[config.mk]
export PLATFORM = sky130hd
export DESIGN_NAME = sram_arb_ctrl
export DESIGN_NICKNAME = d
export VERILOG_FILES = /design/src/rtl/sram_arb_ctrl.sv
export SDC_FILE = /design/constraint.sdc
export NUM_CORES = 1
export LEC_CHECK = 0
export ABC_AREA = 1
export BUFFER_PORTS_ARGS = -buffer_cell sky130_fd_sc_hd__buf_4
export CORE_ASPECT_RATIO = 1.75
export CORE_MARGIN = 8
export CORE_UTILIZATION = 34
export DETAILED_ROUTE_END_ITERATION = 12
export PLACE_DENSITY_LB_ADDON = 0.15
export SETUP_SLACK_MARGIN = 0.3
export SLEW_MARGIN = 20
export SYNTH_ARGS = -nofsm -noshare
export SYNTH_HDL_FRONTEND = slang
export SYNTH_SLANG_ARGS = --single-unit
[constraint.sdc]
create_clock -name mclk -period 1.9 [get_ports mclk]
set_input_delay 0.095 -clock mclk [delete_from_list [all_inputs] [get_ports mclk]]
set_output_delay 0.095 -clock mclk [all_outputs]
set_load 0.005 [all_outputs]
[src/rtl/sram_arb_ctrl.sv]
// Round-robin two-port arbiter and SETUP/ACCESS/HOLD sequencer for an external
// asynchronous 16-bit SRAM; every output comes straight from a register.
module sram_arb_ctrl #(
   parameter int unsigned WAIT_CYCLES = 1
) (
   input  logic        mclk,
   input  logic        puc_n,
   input  logic        p0_req,
   input  logic        p0_we,
   input  logic [17:0] p0_addr,
   input  logic [15:0] p0_wdata,
   input  logic [1:0]  p0_be,
   output logic        p0_ack,
   output logic [15:0] p0_rdata,
   input  logic        p1_req,
   input  logic        p1_we,
   input  logic [17:0] p1_addr,
   input  logic [15:0] p1_wdata,
   input  logic [1:0]  p1_be,
   output logic        p1_ack,
   output logic [15:0] p1_rdata,
   output logic [17:0] sram_a,
   output logic        sram_ce_n,
   output logic        sram_oe_n,
   output logic        sram_we_n,
   output logic        sram_ub_n,
   output logic        sram_lb_n,
   output logic [15:0] sram_dout,
   output logic        sram_dout_en,
   input  logic [15:0] sram_din,
   output logic        busy
);

   typedef enum logic [1:0] {IDLE, SETUP, ACCESS, HOLD} state_t;

   state_t      state, state_nx;
   logic [3:0]  cnt, cnt_nx;
   logic        cur_port, cur_port_nx;
   logic        cur_we, cur_we_nx;
   logic        last_grant, last_grant_nx;
   logic [17:0] sram_a_nx;
   logic        ce_n_nx, oe_n_nx, we_n_nx, ub_n_nx, lb_n_nx;
   logic [15:0] dout_nx;
   logic        dout_en_nx;
   logic        p0_ack_nx, p1_ack_nx;
   logic [15:0] p0_rdata_nx, p1_rdata_nx;
   logic        pick;
   logic        sel_we;
   logic [17:0] sel_addr;
   logic [15:0] sel_wdata;
   logic [1:0]  sel_be;

   // On a tie the port that did not win last time is served.
   always_comb begin
      pick      = (p0_req && p1_req) ? ~last_grant : p1_req;
      sel_we    = pick ? p1_we    : p0_we;
      sel_addr  = pick ? p1_addr  : p0_addr;
      sel_wdata = pick ? p1_wdata : p0_wdata;
      sel_be    = pick ? p1_be    : p0_be;
   end

   always_comb begin
      state_nx      = state;
      cnt_nx        = cnt;
      cur_port_nx   = cur_port;
      cur_we_nx     = cur_we;
      last_grant_nx = last_grant;
      sram_a_nx     = sram_a;
      ce_n_nx       = sram_ce_n;
      oe_n_nx       = sram_oe_n;
      we_n_nx       = sram_we_n;
      ub_n_nx       = sram_ub_n;
      lb_n_nx       = sram_lb_n;
      dout_nx       = sram_dout;
      dout_en_nx    = sram_dout_en;
      p0_ack_nx     = 1'b0;
      p1_ack_nx     = 1'b0;
      p0_rdata_nx   = p0_rdata;
      p1_rdata_nx   = p1_rdata;
      case (state)
         IDLE: begin
            if (p0_req || p1_req) begin
               state_nx      = SETUP;
               cnt_nx        = 4'(WAIT_CYCLES);
               cur_port_nx   = pick;
               cur_we_nx     = sel_we;
               last_grant_nx = pick;
               sram_a_nx     = sel_addr;
               ce_n_nx       = 1'b0;
               oe_n_nx       = 1'b1;
               we_n_nx       = 1'b1;
               ub_n_nx       = ~sel_be[1];
               lb_n_nx       = ~sel_be[0];
               if (sel_we) begin
                  dout_nx    = sel_wdata;
                  dout_en_nx = 1'b1;
               end
            end
         end
         SETUP: begin
            state_nx = ACCESS;
            if (cur_we) we_n_nx = 1'b0;
            else        oe_n_nx = 1'b0;
         end
         ACCESS: begin
            if (cnt == 4'd0) begin
               state_nx = HOLD;
               oe_n_nx  = 1'b1;
               we_n_nx  = 1'b1;
               if (cur_port) p1_ack_nx = 1'b1;
               else          p0_ack_nx = 1'b1;
               if (!cur_we) begin
                  if (cur_port) p1_rdata_nx = sram_din;
                  else          p0_rdata_nx = sram_din;
               end
            end else begin
               cnt_nx = cnt - 4'd1;
            end
         end
         HOLD: begin
            state_nx   = IDLE;
            ce_n_nx    = 1'b1;
            ub_n_nx    = 1'b1;
            lb_n_nx    = 1'b1;
            dout_en_nx = 1'b0;
         end
         default: state_nx = IDLE;
      endcase
   end

   always_ff @(posedge mclk) begin
      if (!puc_n) begin
         state        <= IDLE;
         cnt          <= 4'd0;
         cur_port     <= 1'b0;
         cur_we       <= 1'b0;
         last_grant   <= 1'b1;
         sram_a       <= 18'd0;
         sram_ce_n    <= 1'b1;
         sram_oe_n    <= 1'b1;
         sram_we_n    <= 1'b1;
         sram_ub_n    <= 1'b1;
         sram_lb_n    <= 1'b1;
         sram_dout    <= 16'd0;
         sram_dout_en <= 1'b0;
         p0_ack       <= 1'b0;
         p1_ack       <= 1'b0;
         p0_rdata     <= 16'd0;
         p1_rdata     <= 16'd0;
         busy         <= 1'b0;
      end else begin
         state        <= state_nx;
         cnt          <= cnt_nx;
         cur_port     <= cur_port_nx;
         cur_we       <= cur_we_nx;
         last_grant   <= last_grant_nx;
         sram_a       <= sram_a_nx;
         sram_ce_n    <= ce_n_nx;
         sram_oe_n    <= oe_n_nx;
         sram_we_n    <= we_n_nx;
         sram_ub_n    <= ub_n_nx;
         sram_lb_n    <= lb_n_nx;
         sram_dout    <= dout_nx;
         sram_dout_en <= dout_en_nx;
         p0_ack       <= p0_ack_nx;
         p1_ack       <= p1_ack_nx;
         p0_rdata     <= p0_rdata_nx;
         p1_rdata     <= p1_rdata_nx;
         busy         <= (state_nx != IDLE);
      end
   end

endmodule

==> flow_results.xml <==
<?xml version="1.0" encoding="UTF-8"?>
<metrics>
  <group name="die">
    <metric name="die_x" unit="µm">95.0</metric>
    <metric name="design.die.area" unit="µm²">14700</metric>
    <metric name="core-area" unit="µm²">10700</metric>
    <metric name="top_level_ports" unit="">169</metric>
    <metric name="dieHeight" unit="µm">154</metric>
    <metric name="initial_utilization" unit="%">34.7</metric>
    <metric name="row_count" unit="">50</metric>
  </group>
  <group name="finish">
    <metric name="final_cell_count_no_fill" unit="">821</metric>
    <metric name="regArea" unit="µm²">1680</metric>
    <metric name="fin_nets" unit="">786</metric>
    <metric name="antenna_cells_inserted" unit="">0</metric>
    <metric name="area_growth" unit="%">45.7</metric>
    <metric name="n_fill_cell" unit="">1081</metric>
    <metric name="drive_gt1_share" unit="%">30.4</metric>
    <metric name="multi_input_area" unit="µm²">1710</metric>
    <metric name="final_design_area_no_fill" unit="µm²">5410</metric>
  </group>
  <group name="logic_synthesis">
    <metric name="synth_most_common_cell" unit="">sky130_fd_sc_hd__nand2_1</metric>
    <metric name="netlist_top_cells_count" unit="">150 x sky130_fd_sc_hd__nand2_1, 104 x sky130_fd_sc_hd__nor2_1, 84 x sky130_fd_sc_hd__dfxtp_1</metric>
    <metric name="ys_top_cells_by_area" unit="">sky130_fd_sc_hd__dfxtp_1 45%, sky130_fd_sc_hd__nand2_1 15%, sky130_fd_sc_hd__nor2_1 11%</metric>
    <metric name="synth_nets" unit="">624</metric>
    <metric name="synth_largest_type_area_fraction" unit="%">45.3</metric>
    <metric name="postSynthRegisterBits" unit="">84</metric>
    <metric name="part_of_the_yosys_area_used_for_sequential_elements" unit="%">45.3</metric>
    <metric name="synthDominantAreaCellType" unit="">sky130_fd_sc_hd__dfxtp_1</metric>
    <metric name="syn_area_per_cell" unit="µm²">7.08</metric>
    <metric name="synth.cell_area" unit="µm²">3710</metric>
    <metric name="postSynth.asyncResetShare" unit="%">0</metric>
    <metric name="synth_cells" unit="">524</metric>
    <metric name="netlist-cell-type-count" unit="">29</metric>
    <metric name="number_of_flops_mapped_to_enable_cells_by_yosys" unit="">0</metric>
    <metric name="ys.warnings.count" unit="">0</metric>
    <metric name="ys.flop_type" unit="">sky130_fd_sc_hd__dfxtp_1</metric>
  </group>
  <group name="power">
    <metric name="irDropWorstVdd" unit="mV">0.660</metric>
    <metric name="static-leakage-power" unit="µW">0.00269</metric>
    <metric name="power_density" unit="nW/µm²">1320</metric>
  </group>
  <group name="timing">
    <metric name="highest_attainable_clock_frequency" unit="GHz">0.687</metric>
    <metric name="sum_of_negative_setup_slack" unit="ps">0</metric>
    <metric name="final-setup-viol-count" unit="">0</metric>
    <metric name="fin_ws" unit="ps">444</metric>
    <metric name="worst_slew_pin_slew" unit="ps">370</metric>
    <metric name="slew-limit-headroom" unit="%">75.3</metric>
    <metric name="min_period_over_period" unit="%">76.6</metric>
    <metric name="finalMaxSlewViolations" unit="">0</metric>
    <metric name="final_period_minus_worst_setup_slack" unit="ps">1460</metric>
    <metric name="fin_skew" unit="ps">4.02</metric>
    <metric name="final-hold-violation-count" unit="">0</metric>
    <metric name="rsz0062_at_grt" unit="">yes</metric>
  </group>
  <group name="hold_path">
    <metric name="min_from" unit="">sram_din[7]</metric>
    <metric name="holdCritPathClass" unit="">input port to flop</metric>
    <metric name="whs_endpoint" unit="">p0_rdata[7]</metric>
    <metric name="min_path_cells" unit="">3</metric>
  </group>
  <group name="clock_tree">
    <metric name="clk_pin_slew_worst_paths" unit="ps">60</metric>
    <metric name="clock_sink_count" unit="">84</metric>
    <metric name="tritoncts_clock_tree" unit="">built</metric>
    <metric name="clk_latency" unit="ps">330</metric>
    <metric name="cts-htree-levels" unit="">3</metric>
    <metric name="clockBufferDepth" unit="">2</metric>
    <metric name="cts_inserted_buffers" unit="">9</metric>
    <metric name="cts.root.buffer_cell" unit="">sky130_fd_sc_hd__clkbuf_16</metric>
  </group>
  <group name="global_route">
    <metric name="grt-ovfl-total" unit="">0</metric>
    <metric name="global_route.usage.total" unit="%">14.9</metric>
    <metric name="global_route_wire_length_before_repair" unit="µm">17400</metric>
    <metric name="grt_pass1_vias" unit="">3817</metric>
    <metric name="pin_count_of_the_biggest_net_entering_global_routing" unit="">38</metric>
    <metric name="antenna_violations_before_repair" unit="">0</metric>
  </group>
  <group name="setup_path">
    <metric name="cp_data_arrival_time" unit="ps">1720</metric>
    <metric name="crit_path_start_kind" unit="">flop</metric>
    <metric name="critPathRequiredTime" unit="ps">2170</metric>
    <metric name="ff2ff_path_depth" unit="">8</metric>
    <metric name="r2r-end" unit="">p1_rdata[0]</metric>
    <metric name="criticalPathCategory" unit="">flop to flop</metric>
    <metric name="r2r_setup_slack" unit="ps">440</metric>
    <metric name="regToRegStartpoint" unit="">state[0]</metric>
    <metric name="timing.critical_path.to_type" unit="">flop</metric>
    <metric name="worstPathMaxFanout" unit="">17</metric>
  </group>
  <group name="placed_design">
    <metric name="place_ws" unit="ps">312</metric>
    <metric name="port_buffers" unit="">168</metric>
    <metric name="placed_cells" unit="">802</metric>
    <metric name="placed_area" unit="µm²">5020</metric>
    <metric name="routabilityCongestion" unit="">0.794</metric>
    <metric name="dp_hpwl" unit="µm">8720</metric>
  </group>
  <group name="status">
    <metric name="outcome" unit="">complete, no violations</metric>
  </group>
  <group name="detailed_routing">
    <metric name="route.final.wire_length" unit="µm">11100</metric>
    <metric name="detail_route.iter0.violations" unit="">121</metric>
    <metric name="detailroute.via_count" unit="">3774</metric>
    <metric name="via_count_normalized_by_instance_count" unit="">4.60</metric>
    <metric name="drt-wirelength-per-cell" unit="µm">13.5</metric>
    <metric name="remaining_drc_errors" unit="">0</metric>
    <metric name="ant_nets" unit="">0</metric>
    <metric name="drtPass1Iterations" unit="">6</metric>
  </group>
  <group name="flow_run">
    <metric name="cap_viol_max_count" unit="">0</metric>
  </group>
</metrics>
worst max-delay path, stage by stage (launching register included):
cell                       delay, ps
sky130_fd_sc_hd__dfxtp_2         330
sky130_fd_sc_hd__inv_1            90
sky130_fd_sc_hd__ha_2            250
sky130_fd_sc_hd__nand3_4         150
sky130_fd_sc_hd__inv_4           140
sky130_fd_sc_hd__nand2_8         110
sky130_fd_sc_hd__clkinv_4        140
sky130_fd_sc_hd__nor2_1           60
sky130_fd_sc_hd__nor2_1          110
layout make-up:
type / instances / share of cell area [%]
multi-input combinational: 371 / 31.6
sequential: 84 / 31.1
timing repair buffer: 177 / 25.0
clock buffer: 11 / 4.49
inverter: 43 / 3.26
tap: 130 / 3.01
clock inverter: 5 / 1.55
kinds of logic after synthesis:
group | Yosys count | synth area share, %
AND/OR/NAND/NOR | 285 | 31.6
adder cells (fa/ha/maj) | 6 | 2.02
flip-flops | 84 | 45.3
buffers and inverters | 69 | 9.54
AO/OA/AOI/OAI | 80 | 11.6
per-layer routing:
layer	share of wire (%)	global-route usage [%]
met2	51	26.3
met1	37	14.7
met5	0	0
met3	8.6	5.28
met4	3.0	7.78
worst max path at each step:
stage | start | to | slack (ps) | cells after the start
after floorplan | state[0] | p0_rdata[10] | 500 | 9
after global placement | state[0] | p0_rdata[0] | 380 | 8
after detailed placement | state[0] | p0_rdata[11] | 310 | 8
after CTS | state[0] | p0_rdata[11] | 300 | 8
after global routing | state[0] | p0_rdata[11] | 280 | 8
final | state[0] | p1_rdata[0] | 440 | 8
placed cells by master, fill, tap and decap left out:
cell,netlist,final
sky130_fd_sc_hd__dlygate4sd3_1,0,2
sky130_fd_sc_hd__nor2_2,0,1
sky130_fd_sc_hd__nor3_1,4,4
sky130_fd_sc_hd__o21ai_0,34,33
sky130_fd_sc_hd__ha_2,0,1
sky130_fd_sc_hd__clkinvlp_4,0,2
sky130_fd_sc_hd__nor3b_1,1,1
sky130_fd_sc_hd__inv_2,1,1
sky130_fd_sc_hd__clkbuf_8,0,1
sky130_fd_sc_hd__buf_12,0,1
sky130_fd_sc_hd__dfxtp_2,0,1
sky130_fd_sc_hd__nand2_8,0,2
sky130_fd_sc_hd__dfxtp_1,84,83
sky130_fd_sc_hd__nand4_1,3,3
sky130_fd_sc_hd__a21oi_4,0,1
sky130_fd_sc_hd__or2_2,1,1
sky130_fd_sc_hd__nor2_1,104,103
sky130_fd_sc_hd__nor2_4,2,2
sky130_fd_sc_hd__nor2_8,1,1
sky130_fd_sc_hd__clkbuf_1,4,1
sky130_fd_sc_hd__inv_4,2,2
sky130_fd_sc_hd__clkinv_4,2,2
sky130_fd_sc_hd__inv_6,0,1
sky130_fd_sc_hd__bufinv_16,0,2
sky130_fd_sc_hd__nand2_1,150,149
sky130_fd_sc_hd__buf_4,7,173
sky130_fd_sc_hd__clkbuf_16,0,9
sky130_fd_sc_hd__a31oi_1,18,18
sky130_fd_sc_hd__nand3_1,13,13
sky130_fd_sc_hd__nand2_2,3,4
sky130_fd_sc_hd__a21oi_1,5,5
sky130_fd_sc_hd__nand3_4,1,1
sky130_fd_sc_hd__inv_1,38,38
sky130_fd_sc_hd__o21ai_1,21,22
sky130_fd_sc_hd__buf_6,6,1
sky130_fd_sc_hd__ha_1,6,5
sky130_fd_sc_hd__o211ai_1,1,1
flip-flops by register name, summed over array words and instances, names as in the netlist, 2 cells and up:
| signal | flops |
|---|---|
| sram_dout | 16 |
| p1_rdata | 16 |
| state | 2 |
| sram_a | 18 |
| p0_rdata | 16 |
| cnt | 4 |
where the power goes:
part           internal (µW)  leakage, µW  switching, µW
registers               2270     0.000689            277
logic                   1260      0.00185           1440
clock network           1190     0.000152            700
total                   4720      0.00269           2420
what timing repair did:
| item | CTS | global route |
|---|---|---|
| endpoints found under the hold margin | 2 | 0 |
| hold buffers | 2 | 0 |
| buffers inserted | 0 | 1 |
| endpoints found under the setup margin | 0 | 56 |
| resized for setup | 0 | 9 |
per-stage QoR:
step / hold slack [ps] / utilization, % / power [µW]
6_report: 14.0 / 50.5 / 7140
2_1_floorplan: 242 / - / 4090
3_3_place_gp: 347 / 46.9 / 5180
4_1_cts: 0.127 / 50.1 / 7170
5_1_grt: 19.4 / 50.5 / 7710
3_5_place_dp: 347 / 46.9 / 5250
No activity file was read; power rests on OpenSTA's default activity.
